==> src/rtl/mult_block_reducer.sv <==
// Burst reducer: requests a block read, sums the streamed products and
// optionally tracks the maximum word (compile with REDUCER_MAX_TRACK_EN).
module mult_block_reducer #(
    parameter int DATA_W    = 32,
    parameter int NUM_WORDS = 64,
    parameter int IDX_W     = $clog2(NUM_WORDS),
    parameter int SUM_W     = DATA_W + IDX_W,
    parameter int TIMEOUT   = 255
) (
    input  logic              CLK,
    input  logic              rst,
    input  logic              EN_reduce,
    output logic              RDY_reduce,
    output logic              EN_blockRead,
    input  logic              VALID_memVal,
    input  logic [DATA_W-1:0] memVal_data,
    output logic              VALID_result,
    output logic [SUM_W-1:0]  result_sum,
    output logic [DATA_W-1:0] result_max,
    output logic [IDX_W-1:0]  result_maxIdx,
    output logic              ERR_timeout
);

    localparam int WD_W = $clog2(TIMEOUT + 1);
    localparam logic [IDX_W-1:0] LAST_BEAT = IDX_W'(NUM_WORDS - 1);
    localparam logic [WD_W-1:0]  WD_LAST   = WD_W'(TIMEOUT - 1);

    typedef enum logic [1:0] {IDLE, REQ, COLLECT, DONE} state_t;

    state_t            state_q;
    logic [IDX_W-1:0]  cnt_q;
    logic [WD_W-1:0]   wd_q;
    logic [SUM_W-1:0]  acc_q, acc_d;
    logic [SUM_W-1:0]  res_sum_q;
    logic              rdy_q, blk_q, vld_q, err_q;
    logic              beat, last;

    assign beat  = (state_q == COLLECT) && VALID_memVal;
    assign last  = beat && (cnt_q == LAST_BEAT);
    assign acc_d = acc_q + SUM_W'(memVal_data);

    always_ff @(posedge CLK) begin
        if (rst) begin
            state_q   <= IDLE;
            cnt_q     <= '0;
            wd_q      <= '0;
            acc_q     <= '0;
            res_sum_q <= '0;
            rdy_q     <= 1'b0;
            blk_q     <= 1'b0;
            vld_q     <= 1'b0;
            err_q     <= 1'b0;
        end else begin
            blk_q <= 1'b0;
            vld_q <= 1'b0;
            err_q <= 1'b0;
            unique case (state_q)
                IDLE: begin
                    if (rdy_q && EN_reduce) begin
                        state_q <= REQ;
                        rdy_q   <= 1'b0;
                        blk_q   <= 1'b1;
                        acc_q   <= '0;
                        cnt_q   <= '0;
                        wd_q    <= '0;
                    end else begin
                        rdy_q <= 1'b1;
                    end
                end
                REQ: state_q <= COLLECT;
                COLLECT: begin
                    if (beat) begin
                        acc_q <= acc_d;
                        cnt_q <= cnt_q + IDX_W'(1);
                        wd_q  <= '0;
                        if (last) begin
                            state_q   <= DONE;
                            res_sum_q <= acc_d;
                            vld_q     <= 1'b1;
                        end
                    end else if (wd_q == WD_LAST) begin
                        // abort: results from the previous burst stay put
                        state_q <= IDLE;
                        err_q   <= 1'b1;
                    end else begin
                        wd_q <= wd_q + WD_W'(1);
                    end
                end
                DONE: begin
                    state_q <= IDLE;
                    rdy_q   <= 1'b1;
                end
                default: state_q <= IDLE;
            endcase
        end
    end

`ifdef REDUCER_MAX_TRACK_EN
    logic [DATA_W-1:0] max_q, max_d, res_max_q;
    logic [IDX_W-1:0]  idx_q, idx_d, res_idx_q;

    // strict compare keeps the earliest index on ties
    always_comb begin
        max_d = max_q;
        idx_d = idx_q;
        if (cnt_q == '0 || memVal_data > max_q) begin
            max_d = memVal_data;
            idx_d = cnt_q;
        end
    end

    always_ff @(posedge CLK) begin
        if (rst) begin
            max_q     <= '0;
            idx_q     <= '0;
            res_max_q <= '0;
            res_idx_q <= '0;
        end else if (beat) begin
            max_q <= max_d;
            idx_q <= idx_d;
            if (last) begin
                res_max_q <= max_d;
                res_idx_q <= idx_d;
            end
        end
    end

    assign result_max    = res_max_q;
    assign result_maxIdx = res_idx_q;
`else
    assign result_max    = '0;
    assign result_maxIdx = '0;
`endif

    assign RDY_reduce   = rdy_q;
    assign EN_blockRead = blk_q;
    assign VALID_result = vld_q;
    assign ERR_timeout  = err_q;
    assign result_sum   = res_sum_q;

endmodule

==> config.mk <==
export PLATFORM = sky130hd
export DESIGN_NAME = mult_block_reducer
export DESIGN_NICKNAME = d
export VERILOG_FILES = /design/src/rtl/mult_block_reducer.sv
export SDC_FILE = /design/constraint.sdc
export NUM_CORES = 1
export LEC_CHECK = 0
export BUFFER_PORTS_ARGS = -buffer_cell sky130_fd_sc_hd__buf_2
export CAP_MARGIN = 20
export CORE_MARGIN = 8
export CORE_UTILIZATION = 55
export CTS_CLUSTER_DIAMETER = 120
export CTS_CLUSTER_SIZE = 24
export DETAILED_ROUTE_END_ITERATION = 16
export PLACE_DENSITY = 0.88
export SYNTH_ARGS = -nofsm -noshare
export SYNTH_HDL_FRONTEND = slang
export SYNTH_SLANG_ARGS = --single-unit
==> constraint.sdc <==
create_clock -name CLK -period 3.4 [get_ports CLK]
set_input_delay 0.17 -clock CLK [delete_from_list [all_inputs] [get_ports CLK]]
set_output_delay 0.17 -clock CLK [all_outputs]
set_load 0.03 [all_outputs]
After elaboration in Yosys (flattened, before gate mapping)
Cells that the tools add are included.
Storage, ports and cells
  flip-flop bits (word level): 96
  bits of input ports: 36
  word-level logic and storage cells: 58
Cells by class
  $add $sub $neg: 3
  eq/ne operators: 10
  muxes and demuxes: 20
  bitwise gates (word level): 3
  reduce and logical (&&, ||, !) cells: 13
Operator list (count)
  2-to-1 mux 38 bit: 2
  case mux 38 bit (2 select lines): 1
  adder 38 x 32 -> 38 bit: 1
  2-to-1 mux 8 bit: 3
  case mux 8 bit (2 select lines): 1
  2-to-1 mux 6 bit: 2
  case mux 6 bit (2 select lines): 1
  AND reduction 3 bit: 4
  adder 8 x 1 -> 8 bit (second input constant): 1
  equality test 8 bit (second input constant): 1
  2-to-1 mux 2 bit: 4
  case mux 2 bit (4 select lines): 1
  adder 6 x 1 -> 6 bit (second input constant): 1
  equality test 6 bit (second input constant): 1
  inequality test 3 bit (second input constant): 2
  OR reduction 3 bit: 2
  equality test 2 bit (second input constant): 2
  2-to-1 mux 1 bit: 4
  inequality test 2 bit (second input constant): 2
  nonzero test 2 bit: 2
  logical AND 1 bit: 3
  inequality test 3 x 2 -> 1 bit (second input constant): 1
  inverter 1 bit: 3
  equality test 2 x 1 -> 1 bit (second input constant): 1
  3 further kinds: 3

Longest topological paths before layout
Gate-level depths: netlist of the first run.
  depth after elaboration: 6
  gate-level depth with buffers: 12
  depth with buffers taken out: 11

Worst setup path before layout of the first run
OpenSTA, ideal clock, no wires.
  path type: register to register
  from: register acc_q[0]
  to: register res_sum_q[36], in the netlist result_sum[36]
  setup time: 0.137 ns
  arrival: 2.353 ns
  path slack: 0.910 ns
  cell stages (with the launch flop): 13
  buffers on the path: 1
  clock period less this slack: 2.490 ns
  cell sequence: dfxtp_1 ha_1 inv_1 fa_1 nand2b_1 a21oi_2 o21ai_2 a2111oi_4 o21ai_2 a41oi_2 buf_6 a31o_2 a31oi_1
Between the ends
  word-level cells in the longest chain between the ends: 1
Ends and longest elaborated chain
  from (decl): line 33  | logic [SUM_W-1:0] acc_q, acc_d;
  from (signal assigned): line 47  | acc_q <= '0;
  from (signal assigned): line 63  | acc_q <= '0;
  from (signal assigned): line 73  | acc_q <= acc_d;
  adder 38 x 32 -> 38 bit: line 40  | assign acc_d = acc_q + SUM_W'(memVal_data);
  to (signal assigned): line 48  | res_sum_q <= '0;
  to (signal assigned): line 78  | res_sum_q <= acc_d;
  to (decl): line 34  | logic [SUM_W-1:0] res_sum_q;
No other way between the ends.
A chain may end at the register's enable or synchronous reset.

Final worst setup path of the first run
  from: register acc_q[0]
  to: register res_sum_q[32], in the netlist result_sum[32]
The elaborated chain is that of the path after synthesis.

==> results of run 1 <==
-- per-stage QoR --
stage	instances	hold WS [ns]	setup WS (ns)	total power [W]	cell area [µm²]
4_1_cts	903	0.0906	0.497	0.00260	6350
3_5_place_dp	887	0.445	0.518	0.00176	6120
6_report	903	0.107	0.496	0.00259	6350
2_1_floorplan	744	0.334	0.910	0.00166	5960
5_1_grt	903	0.0959	0.257	0.00273	6350
3_3_place_gp	887	0.439	0.575	0.00176	6120
-- worst max-delay path, delay by kind of cell, from the launching register on --
family                   cells  cell delay [ns]
flip-flops                   1             0.35
buffers and inverters        1             0.05
AND/OR/NAND/NOR              2             0.30
AO/OA/AOI/OAI                6             1.56
adder cells (fa/ha/maj)      2             0.56
-- registers in the layout, summed over array words and instances (netlist names) --
register,cells
EN_blockRead,1
ERR_timeout,1
RDY_reduce,1
VALID_result,1
acc_q,38
cnt_q,6
result_sum,38
state_q,2
wd_q,8
-- cell families after synthesis --
kind of cell,synth area share [%]
compound gates,24.2
xor+xnor,6.02
fa+ha+maj,8.52
buf+inv,8.65
flops,33.0
mux,0.516
other cells,0.0645
simple gates,19.0
-- worst max path at each step --
| stage | end | slack [ns] | cells past startpoint |
|---|---|---|---|
| finish | result_sum[32] | 0.50 | 11 |
| floorplan | result_sum[36] | 0.91 | 12 |
| CTS | result_sum[32] | 0.50 | 11 |
| global placement | result_sum[32] | 0.57 | 11 |
| detailed placement | result_sum[32] | 0.52 | 11 |
| global route | result_sum[32] | 0.26 | 11 |
-- where the power goes --
| part | internal, W | leakage, nW | switching [W] | total [W] |
|---|---|---|---|---|
| Sequential | 0.00115 | 0.774 | 0.0000210 | 0.00117 |
| Clock | 0.000422 | 0.110 | 0.000419 | 0.000841 |
| Combinational | 0.000172 | 1.85 | 0.000405 | 0.000577 |
-- per-layer routing --
layer	vias up	global-route usage, %	routed length (µm)
met4	0	6.01	223
met1	2325	23.7	6280
li1	2558	-	-
met3	24	5.01	786
met2	114	32.4	6240
met5	-	0	0
-- layout make-up --
| cell class | instances | area (µm²) | area share (%) |
|---|---|---|---|
| clock buffer | 9 | 124 | 1.95 |
| inverter | 15 | 56.3 | 0.887 |
| timing repair buffer | 83 | 430 | 6.78 |
| tap | 136 | 170 | 2.68 |
| multi-input combinational | 557 | 3540 | 55.8 |
| clock inverter | 7 | 103 | 1.62 |
| sequential | 96 | 1920 | 30.3 |
-- synth_stat cells (all sizes together), types with 4 or more instances --
cell type	instances	area, µm²
inv	15	56.3
nor2b	6	45.0
o31ai	6	50.1
nand3	14	70.1
or2	4	25.0
xnor2	21	184
nor3	11	60.1
o21bai	6	45.0
a211oi	6	50.1
a21oi	71	367
nand2b	7	43.8
and3	8	50.1
nand2	93	349
nor2	47	179
o211ai	4	30.0
nand3b	6	45.0
ha	38	475
xor2	19	166
a31oi	13	87.6
or3	4	25.0
o21ai	30	158
o21a	9	67.6
a22o	26	228
dfxtp	96	1920
a21o	10	75.1
a31o	4	35.0
o22ai	5	31.3
nand4	15	93.8
clkbuf	28	105
buf	48	342
==> reports/qor.txt, run 1 <==
CTS Buffer Depth: 2
CTS tree: done
sequential share of the synthesized area: 33.0%
YS warnings: 0
Async SR Flop Fraction: 0%
ant diodes: 0
Least-Margin Pin Slew: 0.818 ns
Setup CP Type: flip-flop to flip-flop
mean area per synthesized cell: 8.23 µm²
final worst path period share: 85.4%
Syn Inst Count: 707
accumulated negative setup slack: 0 ns
Clock Skews: 0.0131 ns
status: finished, final reports clean
drt drc: 0
Pre-antenna DRT Iters: 4
Core Util, Final: 61.8%
Inserted Clock Buffers: 9
critical path required time: 3.66 ns
# hold bufs at CTS: 0
relative max-transition margin: 45.3%
Initial Util: 56.6%
CP cell instances: ha_1 -> inv_1 -> fa_1 -> nand2b_1 -> a21oi_2 -> o21ai_2 -> a2111oi_4 -> o21ai_2 -> a41oi_2 -> nor4b_1 -> a211o_1
fmax: 344 MHz
slowest library cell on the worst path: a41oi_2
die boundary height: 119 µm
clk slew on worst S/H paths: 0.10 ns
Top cell by count, worst path: o21ai_2
WP data arrival: 3.17 ns
Setup Viol. Count Final: 0
CTS root buffer: clkbuf_8
Routed wire per std cell: 15.0 µm
min-delay src: EN_reduce
R2R Path End: result_sum[32]
vias in the first global route: 4925
fraction of layout cells with a size suffix above 1: 16.2%
Post-synth EDFFs: 0
fin. max-slew vios: 0
Final ANT Viol Nets: 0
Placer Congestion: 0.931
Worst VDD drop: 0.217 mV
via count: 5021
maximum fanout along the worst path: 12
R2R cell count: 11
Pwr Density: 408 nW/µm²
largest net degree at the start of global routing: 41
Final nets: 837
post-synthesis cell type count: 65
1st-iter DRT viols: 254
crit start category: flip-flop
Fin. Hold Viols: 0
htree depth: 3
die area: 14100 µm²
Setup Buffers After CTS: 0
port bufs: 77
CP Capture Type: flip-flop
Post-DP HPWL: 10.2 mm
FF+latch count, synth: 96
hold crit path type: primary input to flip-flop
clock sink count: 96
Core Area: 10300 µm²
Hold Crit Depth: 3
antenna violations before repair: 0
Worst Setup SP: acc_q[0]
I/O pin count: 116
most common cell after layout, fill and taps aside: dfxtp_1
fill cell count: 926
first-pass GRT wire length: 23.3 mm
area grow syn2layout: 9.16%
PostCTS Resize Cnt: 0
Critical Path Max Stage Delay: 0.47 ns
Total GRT Usage: 19.3%
FF-to-FF setup slack: 0.50 ns
Mapped Area: 5820 µm²
Final Routed Wirelength: 13.5 mm
GRT overflow: 0
latest clock arrival within the worst-skew pair: 0.36 ns
Synth Flop Type: dfxtp_1
die width: 119 µm
most frequent cells in the layout: 96 x dfxtp_1, 93 x nand2_1, 77 x buf_2
cell row count: 37
via/cell ratio: 5.56
RSZ-0062 raised after global routing: no
Min-Delay Endpoint: EN_blockRead
max-capacitance violation count: 0
Leak: 2.73 nW
worst reg2reg path startpoint: acc_q[0]
fin crit period: 2.90 ns
Note: power is estimated with default switching activity, not from simulation.
==> run 2: changes to the inputs <==
==> constraint.sdc (replaced) <==
create_clock -name CLK -period 3.4 [get_ports CLK]
set_input_delay 0.34 -clock CLK [delete_from_list [all_inputs] [get_ports CLK]]
set_output_delay 0.34 -clock CLK [all_outputs]
set_load 0.03 [all_outputs]
==> reports/qor.txt, run 2 (synthesis gave the netlist of run 1 again) <==
status: finished, final reports clean
largest net degree at the start of global routing: 43 (+4.9%)
Leak: 2.72 nW (-0.56%)
fraction of layout cells with a size suffix above 1: 16.1% (-0.11 points)
die width: 119 µm (unchanged)
antenna violations before repair: 0 (unchanged)
1st-iter DRT viols: 359 (+41%)
Post-DP HPWL: 10.2 mm (about the same)
PostCTS Resize Cnt: 0 (unchanged)
Inserted Clock Buffers: 9 (unchanged)
Worst VDD drop: 0.275 mV (+27%)
Area after DPL: 6120 µm² (-0.12%)
Total GRT Usage: 19.0% (-0.25 points)
slowest library cell on the worst path: a41oi_2
RSZ-0062 raised after global routing: no
latest clock arrival within the worst-skew pair: 0.36 ns (about the same)
clock sink count: 96 (unchanged)
Setup Viol. Count Final: 0 (unchanged)
most common cell after layout, fill and taps aside: dfxtp_1
fmax: 344 MHz (-0.18%)
critical path required time: 3.66 ns (about the same)
relative max-transition margin: 45.3% (about the same)
# hold bufs at CTS: 0 (unchanged)
Clock Skews: 0.0176 ns (+0.00442 ns)
area grow syn2layout: 8.60%
Final nets: 836 (-0.12%)
max-capacitance violation count: 0 (unchanged)
die boundary height: 119 µm (unchanged)
maximum fanout along the worst path: 12 (unchanged)
I/O pin count: 116 (unchanged)
CTS Buffer Depth: 2 (unchanged)
Routed wire per std cell: 15.2 µm (+1.7%)
via/cell ratio: 5.56 (about the same)
Least-Margin Pin Slew: 0.819 ns (+0.000480 ns)
CP cell instances: ha_1 -> inv_1 -> fa_1 -> nand2b_1 -> a21oi_2 -> o21ai_2 -> a2111oi_4 -> o21ai_2 -> a41oi_2 -> nor4b_1 -> a211o_1
WP data arrival: 3.17 ns (about the same)
fin crit period: 2.91 ns (+0.00533 ns)
Critical Path Max Stage Delay: 0.48 ns (about the same)
htree depth: 3 (unchanged)
GRT overflow: 0 (unchanged)
Final ANT Viol Nets: 0 (unchanged)
Top cell by count, worst path: o21ai_2
worst reg2reg path startpoint: acc_q[0]
cell row count: 37 (unchanged)
min-delay src: EN_reduce
Setup Buffers After CTS: 0 (unchanged)
die area: 14100 µm² (unchanged)
most frequent cells in the layout: 96 x dfxtp_1, 93 x nand2_1, 77 x buf_2
ant diodes: 0 (unchanged)
accumulated negative setup slack: 0 ns (unchanged)
Final Routed Wirelength: 13.7 mm (+1.6%)
Worst Setup SP: acc_q[0]
hold crit path type: primary input to flip-flop
Setup CP Type: flip-flop to flip-flop
CTS root buffer: clkbuf_8
Placer Congestion: 0.951 (+2.1%)
Finished Cell Area: 6320 µm² (-0.51%)
crit start category: flip-flop
first-pass GRT wire length: 22.9 mm (-1.3%)
port bufs: 77 (unchanged)
vias in the first global route: 4824 (-2.1%)
Core Area: 10300 µm² (unchanged)
Pwr Density: 396 nW/µm² (-2.9%)
Fin. Hold Viols: 0 (unchanged)
CTS tree: done
Initial Util: 56.6% (unchanged)
Pre-antenna DRT Iters: 6 (+2)
via count: 5013 (-0.16%)
final worst path period share: 85.6% (+0.16 points)
CP Capture Type: flip-flop
clk slew on worst S/H paths: 0.11 ns (about the same)
drt drc: 0 (unchanged)
fin. max-slew vios: 0 (unchanged)
[run 2: changes by cell type in the layout (fill, tap and decap cells not counted), sizes merged]
cell,delta
clkbuf,+1
bufinv,-2
buf,-1
clkinv,+1
[run 2: worst max-delay path, delay by kind of cell, from the launching register on]
family	cells	cell delay, ns
buf+inv	1	0.06
simple gates	2	0.30
flops	1	0.35
compound gates	6	1.54
fa+ha+maj	2	0.57
[run 2: area by class of cell]
| cell class | count | area (µm²) |
|---|---|---|
| inverter | 15 | 56.3 |
| multi-input combinational | 557 | 3540 |
| clock buffer | 10 | 138 |
| sequential | 96 | 1920 |
| tap | 136 | 170 |
| timing repair buffer | 82 | 423 |
| clock inverter | 6 | 63.8 |
| fill | 930 | 3960 |
[run 2: path summary, 6_finish.rpt]
kind              slack (ns)  depth (start not counted)             end
setup / recovery        0.49                         11  result_sum[32]
hold / removal          0.27                          3    EN_blockRead
setup reg to reg        0.49                         11  result_sum[32]
hold reg to reg         0.45                          2       acc_q[30]
[run 2: metal layers]
| layer | track usage, % | part of all wire [%] |
|---|---|---|
| met5 | 0 | 0 |
| met4 | 5.38 | 1.2 |
| met3 | 4.11 | 5.6 |
| met2 | 32.5 | 48 |
| met1 | 23.7 | 45 |
[run 2: metrics by stage]
stage          hold slack [ns]  setup slack (ns)  instances  total power, W  util (%)
2_1_floorplan            0.429             0.887        744         0.00166         -
3_3_place_gp             0.439             0.474        886         0.00176      59.5
3_5_place_dp             0.443             0.420        886         0.00176      59.5
4_1_cts                  0.265             0.504        902         0.00251      61.5
5_1_grt                  0.295             0.324        902         0.00262      61.5
6_report                 0.273             0.491        902         0.00250      61.5
[run 2: power breakdown]
group,switching [W],internal [W]
sequential,0.0000210,0.00115
clock,0.000451,0.000306
combinational,0.000402,0.000172
total,0.000874,0.00163
==> run 3: changes to the inputs <==
--- a/config.mk
+++ b/config.mk
@@ -13,6 +13,7 @@
 export CTS_CLUSTER_SIZE = 24
 export DETAILED_ROUTE_END_ITERATION = 16
 export PLACE_DENSITY = 0.88
+export SETUP_SLACK_MARGIN = 0.5
 export SYNTH_ARGS = -nofsm -noshare
 export SYNTH_HDL_FRONTEND = slang
 export SYNTH_SLANG_ARGS = --single-unit
==> reports/qor.txt, run 3 (synthesis gave the netlist of run 1 again) <==
Inserted Clock Buffers: 9 (unchanged)
port bufs: 77 (unchanged)
Least-Margin Pin Slew: 0.817 ns (-0.00205 ns)
RSZ-0062 raised after global routing: no
die boundary height: 119 µm (unchanged)
clk slew on worst S/H paths: 0.11 ns (about the same)
Reg area: 1920 µm² (unchanged)
status: finished, final reports clean
Setup CP Type: flip-flop to flip-flop
Leak: 2.72 nW (+0.25%)
final worst path period share: 80.9% (-4.7 points)
R2R cell count: 11 (unchanged)
Fin. Hold Viols: 0 (unchanged)
placed insts: 886 (unchanged)
1st-iter DRT viols: 323 (-10%)
Initial Util: 56.6% (unchanged)
Final ANT Viol Nets: 0 (unchanged)
accumulated negative setup slack: 0 ns (unchanged)
die width: 119 µm (unchanged)
Hold Crit Depth: 3 (unchanged)
Layout Cells excl Fill: 904 (+0.22%)
GRT overflow: 0 (unchanged)
Area after DPL: 6120 µm² (unchanged)
fill cell count: 917 (-1.4%)
fmax: 364 MHz (+5.8%)
min-delay src: EN_reduce
vias in the first global route: 4824 (unchanged)
WP data arrival: 3.01 ns (-0.16 ns)
cell row count: 37 (unchanged)
via/cell ratio: 5.64 (+1.5%)
I/O pin count: 116 (unchanged)
htree depth: 3 (unchanged)
critical path required time: 3.66 ns (about the same)
CP Capture Type: flip-flop
most common cell after layout, fill and taps aside: dfxtp_1
Finished Cell Area: 6360 µm² (+0.69%)
Total GRT Usage: 19.0% (unchanged)
Routed wire per std cell: 15.4 µm (+1.2%)
first-pass GRT wire length: 22.9 mm (unchanged)
multi-input logic area: 3580 µm² (+1.0%)
Pwr Density: 393 nW/µm² (-0.78%)
ant diodes: 0 (unchanged)
die area: 14100 µm² (unchanged)
largest net degree at the start of global routing: 43 (unchanged)
relative max-transition margin: 45.4% (+0.14 points)
worst reg2reg path startpoint: acc_q[0]
fin. max-slew vios: 0 (unchanged)
CTS Buffer Depth: 2 (unchanged)
R2R Path End: result_sum[32]
FF-to-FF setup slack: 0.65 ns (+0.16 ns)
Clock Skews: 0.0173 ns (-0.000214 ns)
CTS root buffer: clkbuf_8
Setup WS pre-CTS: 0.420 ns (unchanged)
# hold bufs at CTS: 0 (unchanged)
Placer Congestion: 0.951 (unchanged)
Min-Delay Endpoint: EN_blockRead
most frequent cells in the layout: 96 x dfxtp_1, 93 x nand2_1, 77 x buf_2
Final nets: 838 (+0.24%)
antenna violations before repair: 0 (unchanged)
Core Area: 10300 µm² (unchanged)
via count: 5101 (+1.8%)
max-capacitance violation count: 0 (unchanged)
CTS tree: done
maximum fanout along the worst path: 6 (-6)
Setup Viol. Count Final: 0 (unchanged)
Post-DP HPWL: 10.2 mm (unchanged)
crit start category: flip-flop
Worst VDD drop: 0.274 mV (-0.52%)
fraction of layout cells with a size suffix above 1: 16.3% (+0.22 points)
hold crit path type: primary input to flip-flop
Pre-antenna DRT Iters: 5 (-1)
drt drc: 0 (unchanged)
clock sink count: 96 (unchanged)
fin crit period: 2.75 ns (-0.158 ns)
latest clock arrival within the worst-skew pair: 0.36 ns (about the same)
Final Routed Wirelength: 13.9 mm (+1.4%)
min setup slack post-route: 0.649 ns (+0.158 ns)
area grow syn2layout: 9.36%
[run 3: changes by cell type in the layout (fill, tap and decap cells not counted)]
cell and change:
a21boi_0 -1, a21boi_1 +1, a41oi_4 +1, buf_4 +1, o31ai_2 -1, o31ai_4 +1
[run 3: timing repair]
item	CTS	global route
setup endpoints to repair	0	7
gates resized for setup	0	3
setup buffers	0	1
[run 3: final cells by class]
type / instances / share of cell area, %
inverter: 15 / 0.885
clock inverter: 6 / 1.00
clock buffer: 10 / 2.16
timing repair buffer: 83 / 6.77
tap: 136 / 2.68
multi-input combinational: 558 / 56.3
sequential: 96 / 30.2
[run 3: worst max-delay path by stage]
stage	depth (start not counted)	startpoint	end	slack [ns]
global placement	12	memVal_data[0]	result_sum[32]	0.47
detailed placement	12	memVal_data[0]	result_sum[32]	0.42
finish	11	acc_q[0]	result_sum[32]	0.65
CTS	11	acc_q[0]	result_sum[32]	0.50
global route	11	acc_q[0]	result_sum[32]	0.48
floorplan	12	memVal_data[0]	result_sum[36]	0.89
[run 3: where the power goes]
group	internal, W	leakage, nW	switching [W]
clock network	0.000306	0.0993	0.000447
logic	0.000172	1.85	0.000403
registers	0.00115	0.774	0.0000210
[run 3: layer usage]
layer,wire (µm),up-vias,track usage (%)
met1,6170,2343,23.7
met5,0,-,0
met2,6690,180,32.5
li1,-,2560,-
met4,172,0,5.38
met3,902,18,4.11
[run 3: stage by stage]
step	util, %	power [W]	hold slack (ns)
6_report	61.9	0.00250	0.276
5_1_grt	61.9	0.00263	0.295
4_1_cts	61.5	0.00251	0.265
3_5_place_dp	59.5	0.00176	0.443
3_3_place_gp	59.5	0.00176	0.439
2_1_floorplan	-	0.00166	0.429
[run 3: worst max-delay path, cell delays in order, from the launching register on]
cell and delay, ns:
dfxtp_1 0.35, ha_1 0.18, inv_1 0.06, fa_1 0.39, nand2b_1 0.19, a21oi_2 0.18, o21ai_2 0.13, a2111oi_4 0.37
o21ai_2 0.16, a41oi_4 0.29, nor4b_1 0.09, a211o_1 0.28
